## src/rtl/shift_sequencer.sv

```systemverilog
// Command-driven sequencer for the 8-bit right-shift datapath: one load or N single-bit shifts per command.
// Optional rotate support is enabled by defining SHIFT_SEQ_ROTATE_EN.
module shift_sequencer #(
  parameter int WIDTH = 8,
  parameter int CNT_W = 4
) (
  input  logic             clock,
  input  logic             reset_n,
  input  logic             cmd_valid,
  output logic             cmd_ready,
  input  logic [1:0]       cmd_op,
  input  logic [WIDTH-1:0] cmd_data,
  input  logic [CNT_W-1:0] cmd_count,
  input  logic [WIDTH-1:0] sh_q,
  output logic             sh_load_n,
  output logic             sh_shift,
  output logic [WIDTH-1:0] sh_load_val,
  output logic             sh_fill,
  output logic             busy,
  output logic             done
);

  typedef enum logic [1:0] {
    IDLE  = 2'd0,
    LOAD  = 2'd1,
    SHIFT = 2'd2,
    DONE  = 2'd3
  } state_t;

  localparam logic [1:0] OP_LOAD  = 2'b00;
  localparam logic [1:0] OP_ASR   = 2'b10;
  localparam logic [1:0] OP_ROTR  = 2'b11;

  state_t           state_q, state_d;
  logic [1:0]       op_q, op_d;
  logic [CNT_W-1:0] remaining_q, remaining_d;
  logic [WIDTH-1:0] load_val_q, load_val_d;
  logic             accept;
  logic             fill;
  logic             unused_sh_q;

  assign accept = cmd_valid && (state_q == IDLE);

  always_comb begin
    state_d     = state_q;
    op_d        = op_q;
    remaining_d = remaining_q;
    load_val_d  = load_val_q;
    case (state_q)
      IDLE: begin
        if (accept) begin
          op_d = cmd_op;
          if (cmd_op == OP_LOAD) begin
            load_val_d = cmd_data;
            state_d    = LOAD;
          end else if (cmd_count == '0) begin
            state_d = DONE;
          end else begin
            remaining_d = cmd_count;
            state_d     = SHIFT;
          end
        end
      end
      LOAD: state_d = DONE;
      SHIFT: begin
        remaining_d = remaining_q - CNT_W'(1);
        if (remaining_q == CNT_W'(1)) begin
          state_d = DONE;
        end
      end
      DONE: state_d = IDLE;
      default: state_d = IDLE;
    endcase
  end

  always_ff @(posedge clock) begin
    if (!reset_n) begin
      state_q     <= IDLE;
      op_q        <= OP_LOAD;
      remaining_q <= '0;
      load_val_q  <= '0;
    end else begin
      state_q     <= state_d;
      op_q        <= op_d;
      remaining_q <= remaining_d;
      load_val_q  <= load_val_d;
    end
  end

  // Fill bit follows the live datapath so it is correct for the shift on the coming edge.
  always_comb begin
    fill = 1'b0;
    if (state_q == SHIFT) begin
      case (op_q)
        OP_ASR:  fill = sh_q[WIDTH-1];
`ifdef SHIFT_SEQ_ROTATE_EN
        OP_ROTR: fill = sh_q[0];
`else
        OP_ROTR: fill = 1'b0;
`endif
        default: fill = 1'b0;
      endcase
    end
  end

  // Only the end bits of sh_q matter; the rest is fed back purely for visibility.
  assign unused_sh_q = ^sh_q;

  assign sh_fill     = fill;
  assign cmd_ready   = (state_q == IDLE);
  assign busy        = (state_q != IDLE);
  assign done        = (state_q == DONE);
  assign sh_load_n   = (state_q != LOAD);
  assign sh_shift    = (state_q == SHIFT);
  assign sh_load_val = load_val_q;

endmodule

```

## config.mk

```make
export PLATFORM = sky130hd
export DESIGN_NAME = shift_sequencer
export DESIGN_NICKNAME = d
export VERILOG_FILES = /design/src/rtl/shift_sequencer.sv
export SDC_FILE = /design/constraint.sdc
export NUM_CORES = 1
export LEC_CHECK = 0
export BUFFER_PORTS_ARGS = -buffer_cell sky130_fd_sc_hd__buf_2
export CAP_MARGIN = 20
export CORE_MARGIN = 2
export CORE_UTILIZATION = 48
export DETAILED_ROUTE_END_ITERATION = 8
export PLACE_DENSITY = 0.9
export SYNTH_ARGS = -nofsm -noshare
export SYNTH_HDL_FRONTEND = slang
export SYNTH_SLANG_ARGS = --single-unit
```

## constraint.sdc

```tcl
create_clock -name clock -period 4.8 [get_ports clock]
set_input_delay 0.48 -clock clock [delete_from_list [all_inputs] [get_ports clock]]
set_output_delay 0.48 -clock clock [all_outputs]
set_load 0.05 [all_outputs]
```

* Word-level counts from Yosys, hierarchy flattened *
Cells that the tools add are included.
W data, S select, Z words.

storage, ports and cells
  flip-flop bits (word level) = 16

operators by class
  multiplexer cells = 11
  equal/unequal tests = 10
  reductions and logical operators = 10
  add/subtract/negate cells = 1

operators by type and width
  kind                   number
  $mux W4                3
  $pmux W2 S4            1
  $pmux W4 S2            1
  $eq A2 B2 Y1 const B   3
  $mux W2                3
  $ne A2 B1 Y1 const B   3
  $eq A4 B1 Y1 const B   1
  $logic_not A2 Y1       2
  $logic_not A4 Y1       1
  $ne A2 B2 Y1 const B   2
  $reduce_and A2 Y1      2
  $reduce_and A4 Y1      1
  $reduce_bool A2 Y1     2
  $sub A4 B1 Y4 const B  1
  $mux W1                3
  $reduce_and A3 Y1      1
  $eq A2 B1 Y1 const B   1
  $logic_and A1 B1 Y1    1

* Logic depth before layout (Yosys ltp) *
Gate-level depths: netlist of run 1.

  word-level depth = 5
  gate-level depth with buffers = 6
  mapped depth without buffers = 6

* Least setup slack after synthesis of run 1 *
Ideal clock, no wire load.

  path kind = register to output
  start point = reg state_q[0]
  end point = out sh_fill
  stages on the path, launching flop included = 4
  path buffers = 0
  path slack = 2.722 ns
  data arrival time = 1.598 ns
  cells stage by stage = dfxtp_1 > inv_1 > ha_1 > and4b_1

between the ends
  longest elaborated chain between the ends = 2

ends and longest elaborated chain
  item                      RTL line  RTL
  start: declaration        34        state_t state_q, state_d;
  start signal: assignment  83        state_q <= state_d;
  $eq A2 B2 Y1              --
  net sh_shift              16        output logic sh_shift,
  $mux W1                   93        if (state_q == SHIFT) begin
  end: declaration          18        output logic sh_fill,

The timed path passes the listed nets, and every way through them passes these cells.

* Worst setup path after layout of run 1 *
  start point = reg state_q[0]
  end point = out sh_fill

between the ends
  longest elaborated chain between the ends = 2

ends and longest elaborated chain
  item          RTL line
  $eq A2 B2 Y1  93
  $mux W1       93

No other way between the ends.

==> results of run 1 <==
[kinds of logic (layout without fill, tap and decap cells)]
group,after synthesis,in the layout
mux,9,9
simple gates,28,28
compound gates,20,20
fa+ha+maj,7,7
flops,16,16
buf+inv,10,44
[power by group]
group,switching [mW],total (mW),internal [mW]
Clock,0.0426,0.0888,0.0461
Sequential,0.0245,0.185,0.160
Combinational,0.214,0.317,0.103
[per-layer routing]
metal	track usage, %	wire length, um
met2	29.0	819
met3	2.38	92
met1	22.3	787
met4	6.86	22
met5	0	0
[final timing paths]
kind	from	endpoint	slack (ns)	cells past startpoint
worst max-delay path	state_q[0]	sh_fill	2.74	4
worst min-delay path	cmd_data[6]	sh_load_val[6]	0.43	3
worst max register to register	state_q[1]	sh_load_val[3]	3.08	6
worst min register to register	op_q[1]	op_q[1]	0.46	2
[state kept, by name, summed over array words and instances, names as in the netlist]
signal and flops:
remaining_q 4, sh_load_val 8, state_q 2, op_q 2
[placed cells by master (no fill, tap or decap), types with 2 or more instances in the layout]
cell	count
nand2b_1	2
o21ai_0	3
ha_1	7
nand3_1	4
mux2i_1	9
inv_1	9
nand2_1	3
a21oi_1	6
o21ai_1	2
clkbuf_4	3
buf_2	31
dfxtp_1	16
nor2_1	13
a221oi_1	2
[worst reg2reg max path: cells and delay by family (launching register included)]
family	cells	cell delay [ns]
adder cells (fa/ha/maj)	1	0.33
buffers and inverters	1	0.10
multiplexers	1	0.25
AND/OR/NAND/NOR	3	0.56
flip-flops	1	0.36
[cell type report]
cell class | instances | area [um^2]
fillers | 144 | 644
multi-input cells | 64 | 478
inverters | 9 | 33.8
clock buffers | 4 | 36.3
well taps | 17 | 21.3
flip-flops and latches | 16 | 320
repair buffers | 31 | 155
[through the flow]
step | hold WS [ns] | power [mW]
after floorplan | 0.432 | 0.438
after global placement | 0.443 | 0.492
after detailed placement | 0.446 | 0.505
after CTS | 0.426 | 0.593
after global routing | 0.436 | 0.627
final | 0.432 | 0.590
[cells in the mapped netlist (all sizes together)]
master / count / area share (%)
nor3: 1 / 1.9
ha: 7 / 10
o2111ai: 1 / 1.0
mux2i: 9 / 11
a221oi: 2 / 2.1
and4b: 1 / 1.2
o221ai: 1 / 1.0
nand2b: 2 / 1.5
nor2: 13 / 5.8
nor4: 1 / 1.5
nand3: 4 / 2.4
dfxtp: 16 / 38
buf: 1 / 0.45
a21oi: 6 / 3.6
a22oi: 1 / 2.5
o21ai: 5 / 3.0
o31ai: 1 / 0.90
nand2: 4 / 2.7
o211ai: 1 / 0.90
o22a: 1 / 1.0
a211oi: 1 / 0.90
inv: 9 / 4.0
or4: 1 / 0.90
nor3b: 1 / 0.90
==> flow_summary.yaml, run 1 <==
run_status:
  outcome: "complete, no violations"
drt:
  drt_iter0_drc: 10
  via_per_inst: 5.43
  vias: 765
  drtAntennaViolNets: 0
  drc: 0
  drtPass1Iterations: 5
  drt-total-wl_mm: 1.72
  post_drt_wl_per_cell_um: 12.2
worst_setup_path:
  critical_path_class: "reg2out"
  cp-end-kind: "output pin"
  max_stage_delay_ns: 0.35
  startpoint_type: "register"
  cp_max_fo: 9
  critPathRequiredTime_ns: 4.32
  cp.arrival_ns: 1.58
  cp_top_family: "buffers and inverters"
  path_cells: "inv_1 > ha_1 > and4b_1 > buf_2"
  slowest_stage: "dfxtp_1"
  crit_buf_inv: 2
timing:
  setup-tns-final_ns: 0
  fin_ws_ns: 2.74
  rsz0062_at_grt: "false"
  fin_skew_ns: 0.00700
  setup_violations: 0
  finalCritPeriodShare_pct: 42.9
  hold_viol_final: 0
  min_period_ns: 2.06
  slew_headroom_pct: 65.8
  slew_violations: 0
  worst_pin_slew_ns: 0.511
  max_freq_mhz: 485
yosys:
  yosysWarnings: 0
  synth_cell_types: 26
  synthSimpleGateAreaFrac_pct: 18.9
  synth_top_family_by_area: "simple AND/OR/NAND/NOR gates"
  synth-xor-area-share_pct: 0
  avgSynthCellArea_um2: 9.29
  synth.net_count: 122
  synth_mux_area_share_pct: 10.8
  ys_ff_latch: 16
  synthAdderAreaFrac_pct: 10.5
  synth_compound_area_share_pct: 17.1
  netlist_area_um2: 836
  netlist_instances: 90
  ys_seq_area_share_pct: 38.3
floorplan:
  fp.dieW_um: 45.7
  start_util_pct: 49.5
  core-area_um2: 1690
  dieArea_um2: 2090
  row_count: 15
  io_pins: 39
  die_y_um: 45.7
grt:
  antenna_found_initial: 0
  grt_max_degree: 16
  grt_pass1_wl_mm: 2.65
  grt.overflow.total: 0
  grt.total_usage_pct: 17.3
  grt_pass1_vias: 665
cts:
  root_buffer: "clkbuf_4"
  cts.repair.resized: 0
  cts_buffers: 3
  cts_tree: "yes"
  clock-sinks: 16
  htree_levels: 1
  hold_buffers: 0
  cts_setup_buffers: 0
  cts_max_path_buffers: 2
  insertion_delay_ns: 0.28
  clk_pin_slew_worst_paths_ns: 0.10
placement:
  placed_cell_area_um2: 1010
  gp_congestion: 0.795
  place_ws_ns: 3.07
  dp_cells: 137
  io_buffers: 31
  dp_hpwl_mm: 1.34
cells_and_area:
  final_nets: 157
  area_growth_pct: 25.0
  instances_no_fill: 141
  utilization_pct: 61.9
  n_antenna_cell: 0
  fin_area_um2: 1040
  layout-drive-gt1-share_pct: 31.5
power:
  power.leakage_nw: 0.479
  p_per_area_nw_per_um2: 565
  ir_drop_uv: 313
min_path:
  hold_class: "in2reg"
run:
  drv_cap: 0
Power figures use the tool's default switching activity.
==> run 2, diff against run 1 <==
--- a/config.mk
+++ b/config.mk
@@ -8,9 +8,9 @@
 export BUFFER_PORTS_ARGS = -buffer_cell sky130_fd_sc_hd__buf_2
 export CAP_MARGIN = 20
 export CORE_MARGIN = 2
-export CORE_UTILIZATION = 48
+export CORE_UTILIZATION = 45
 export DETAILED_ROUTE_END_ITERATION = 8
-export PLACE_DENSITY = 0.9
+export PLACE_DENSITY = 0.86
 export SYNTH_ARGS = -nofsm -noshare
 export SYNTH_HDL_FRONTEND = slang
 export SYNTH_SLANG_ARGS = --single-unit
==> constraint.sdc (replaced) <==
create_clock -name clock -period 1.97 [get_ports clock]
set_input_delay 0.197 -clock clock [delete_from_list [all_inputs] [get_ports clock]]
set_output_delay 0.197 -clock clock [all_outputs]
set_load 0.05 [all_outputs]
==> run 2 against run 1 <==
  * Utilization is 1.4 points lower
  * Clock power grew to 2.5 times the previous value
  * Design area is 0.96% higher
  * Combinational power is 150% higher
  * Critical path depth stayed put
  * Routed wire length is 3.5% higher
  * Via count is 3.1% higher
  * First-iteration DRC count is 140% higher
  * Count of clock-buffer cells in the layout stayed put
  * Hold slack worse by 0.29 ns
  * Critical endpoint unchanged
==> flow_summary.yaml, run 2 (synthesized netlist as in run 1, its figures left out) <==
timing:
  rsz0062_at_grt: "false"
  max_freq_mhz: 550
  setup_violations: 0
  finalCritPeriodShare_pct: 92.3
  worst_pin_slew_ns: 0.491
  hold_viol_final: 0
  setup-tns-final_ns: 0
  fin_skew_ns: 0.0122
  slew_violations: 0
  slew_headroom_pct: 67.2
  min_period_ns: 1.82
min_path:
  hold_class: "in2reg"
grt:
  grt.total_usage_pct: 18.0
  grt_max_degree: 16
  grt.overflow.total: 0
  grt_pass1_vias: 710
  antenna_found_initial: 0
  grt_pass1_wl_mm: 2.86
power:
  p_per_area_nw_per_um2: 1370
  ir_drop_uv: 654
  power.leakage_nw: 0.479
floorplan:
  io_pins: 39
  start_util_pct: 47.9
  core-area_um2: 1750
  row_count: 15
  fp.dieW_um: 47.1
  die_y_um: 47.1
  dieArea_um2: 2220
drt:
  drt_iter0_drc: 24
  vias: 789
  drc: 0
  post_drt_wl_per_cell_um: 12.0
  via_per_inst: 5.30
  drtAntennaViolNets: 0
  drt-total-wl_mm: 1.78
  drtPass1Iterations: 5
cts:
  insertion_delay_ns: 0.30
  clock-sinks: 16
  htree_levels: 1
  root_buffer: "clkbuf_4"
  cts_max_path_buffers: 2
  clk_pin_slew_worst_paths_ns: 0.10
  cts.repair.resized: 0
  cts_tree: "yes"
  hold_buffers: 0
  cts_buffers: 3
  cts_setup_buffers: 0
worst_setup_path:
  path_cells: "inv_1 > ha_1 > and4b_1 > buf_2"
  cp.arrival_ns: 1.62
  critPathRequiredTime_ns: 1.77
  critical_path_class: "reg2out"
  cp-end-kind: "output pin"
  startpoint_type: "register"
  slowest_stage: "ha_1"
  max_stage_delay_ns: 0.37
  crit_buf_inv: 2
  cp_max_fo: 9
  cp_top_family: "buffers and inverters"
run_status:
  outcome: "complete, no violations"
cells_and_area:
  largest_reg_flops: 8
  utilization_pct: 60.4
  final_nets: 157
  layout_commonest_cell: "buf_2"
  layout-drive-gt1-share_pct: 31.5
  final_cell_mix: "buf_2 (31), dfxtp_1 (16), nor2_1 (13)"
  n_antenna_cell: 0
  area_growth_pct: 26.2
placement:
  gp_congestion: 0.865
  dp_hpwl_mm: 1.34
  io_buffers: 31
run:
  drv_cap: 0
## run 2: cell counts in the layout (fill, tap and decap cells not counted)
No cell type changed its count.
## run 2: worst register-to-register path, cell delays in order, from the launching register on
cell and delay [ns]:
dfxtp_1 0.40, inv_1 0.10, ha_1 0.28, nand2b_1 0.21, a22oi_4 0.27, o21ai_1 0.13
a221oi_1 0.30
## run 2: path summary, 6_finish.rpt
check              start             end  slack (ns)  cells after the start
max           state_q[0]         sh_fill        0.15                      4
min          cmd_data[7]  sh_load_val[7]        0.14                      3
max reg2reg   state_q[0]  remaining_q[2]        0.19                      6
min reg2reg      op_q[0]         op_q[0]        0.46                      2
## run 2: final cells by class
type / count / area (um^2)
Timing Repair Buffer: 31 / 155
Clock buffer: 4 / 36.3
Sequential cell: 16 / 320
Tap cell: 25 / 31.3
Inverter: 9 / 33.8
Fill cell: 158 / 691
Multi-Input combinational cell: 64 / 478
## run 2: power by group
part | leakage [nW] | total [mW] | internal [mW] | switching [mW]
Combinational | 0.328 | 0.777 | 0.251 | 0.526
Sequential | 0.131 | 0.450 | 0.391 | 0.0593
Clock | 0.0210 | 0.223 | 0.113 | 0.110
## run 2: metal layers
| metal | wire length [um] | global-route usage, % | up-vias |
|---|---|---|---|
| met5 | 0 | 0 | - |
| met4 | 0 | 3.33 | 0 |
| met3 | 139 | 6.92 | 0 |
| met2 | 876 | 32.1 | 36 |
| met1 | 765 | 20.6 | 367 |
| li1 | - | - | 386 |
## run 2: per-stage QoR
stage	cell area [um^2]	hold WS [ns]	setup WS, ns	power [mW]	cells
after global routing	1050	0.146	0.0538	1.55	149
after global placement	1020	0.429	0.314	1.20	145
final	1050	0.142	0.151	1.45	149
after floorplan	836	0.344	0.0836	1.07	90
after detailed placement	1020	0.444	0.222	1.23	145
after CTS	1050	0.136	0.170	1.46	149
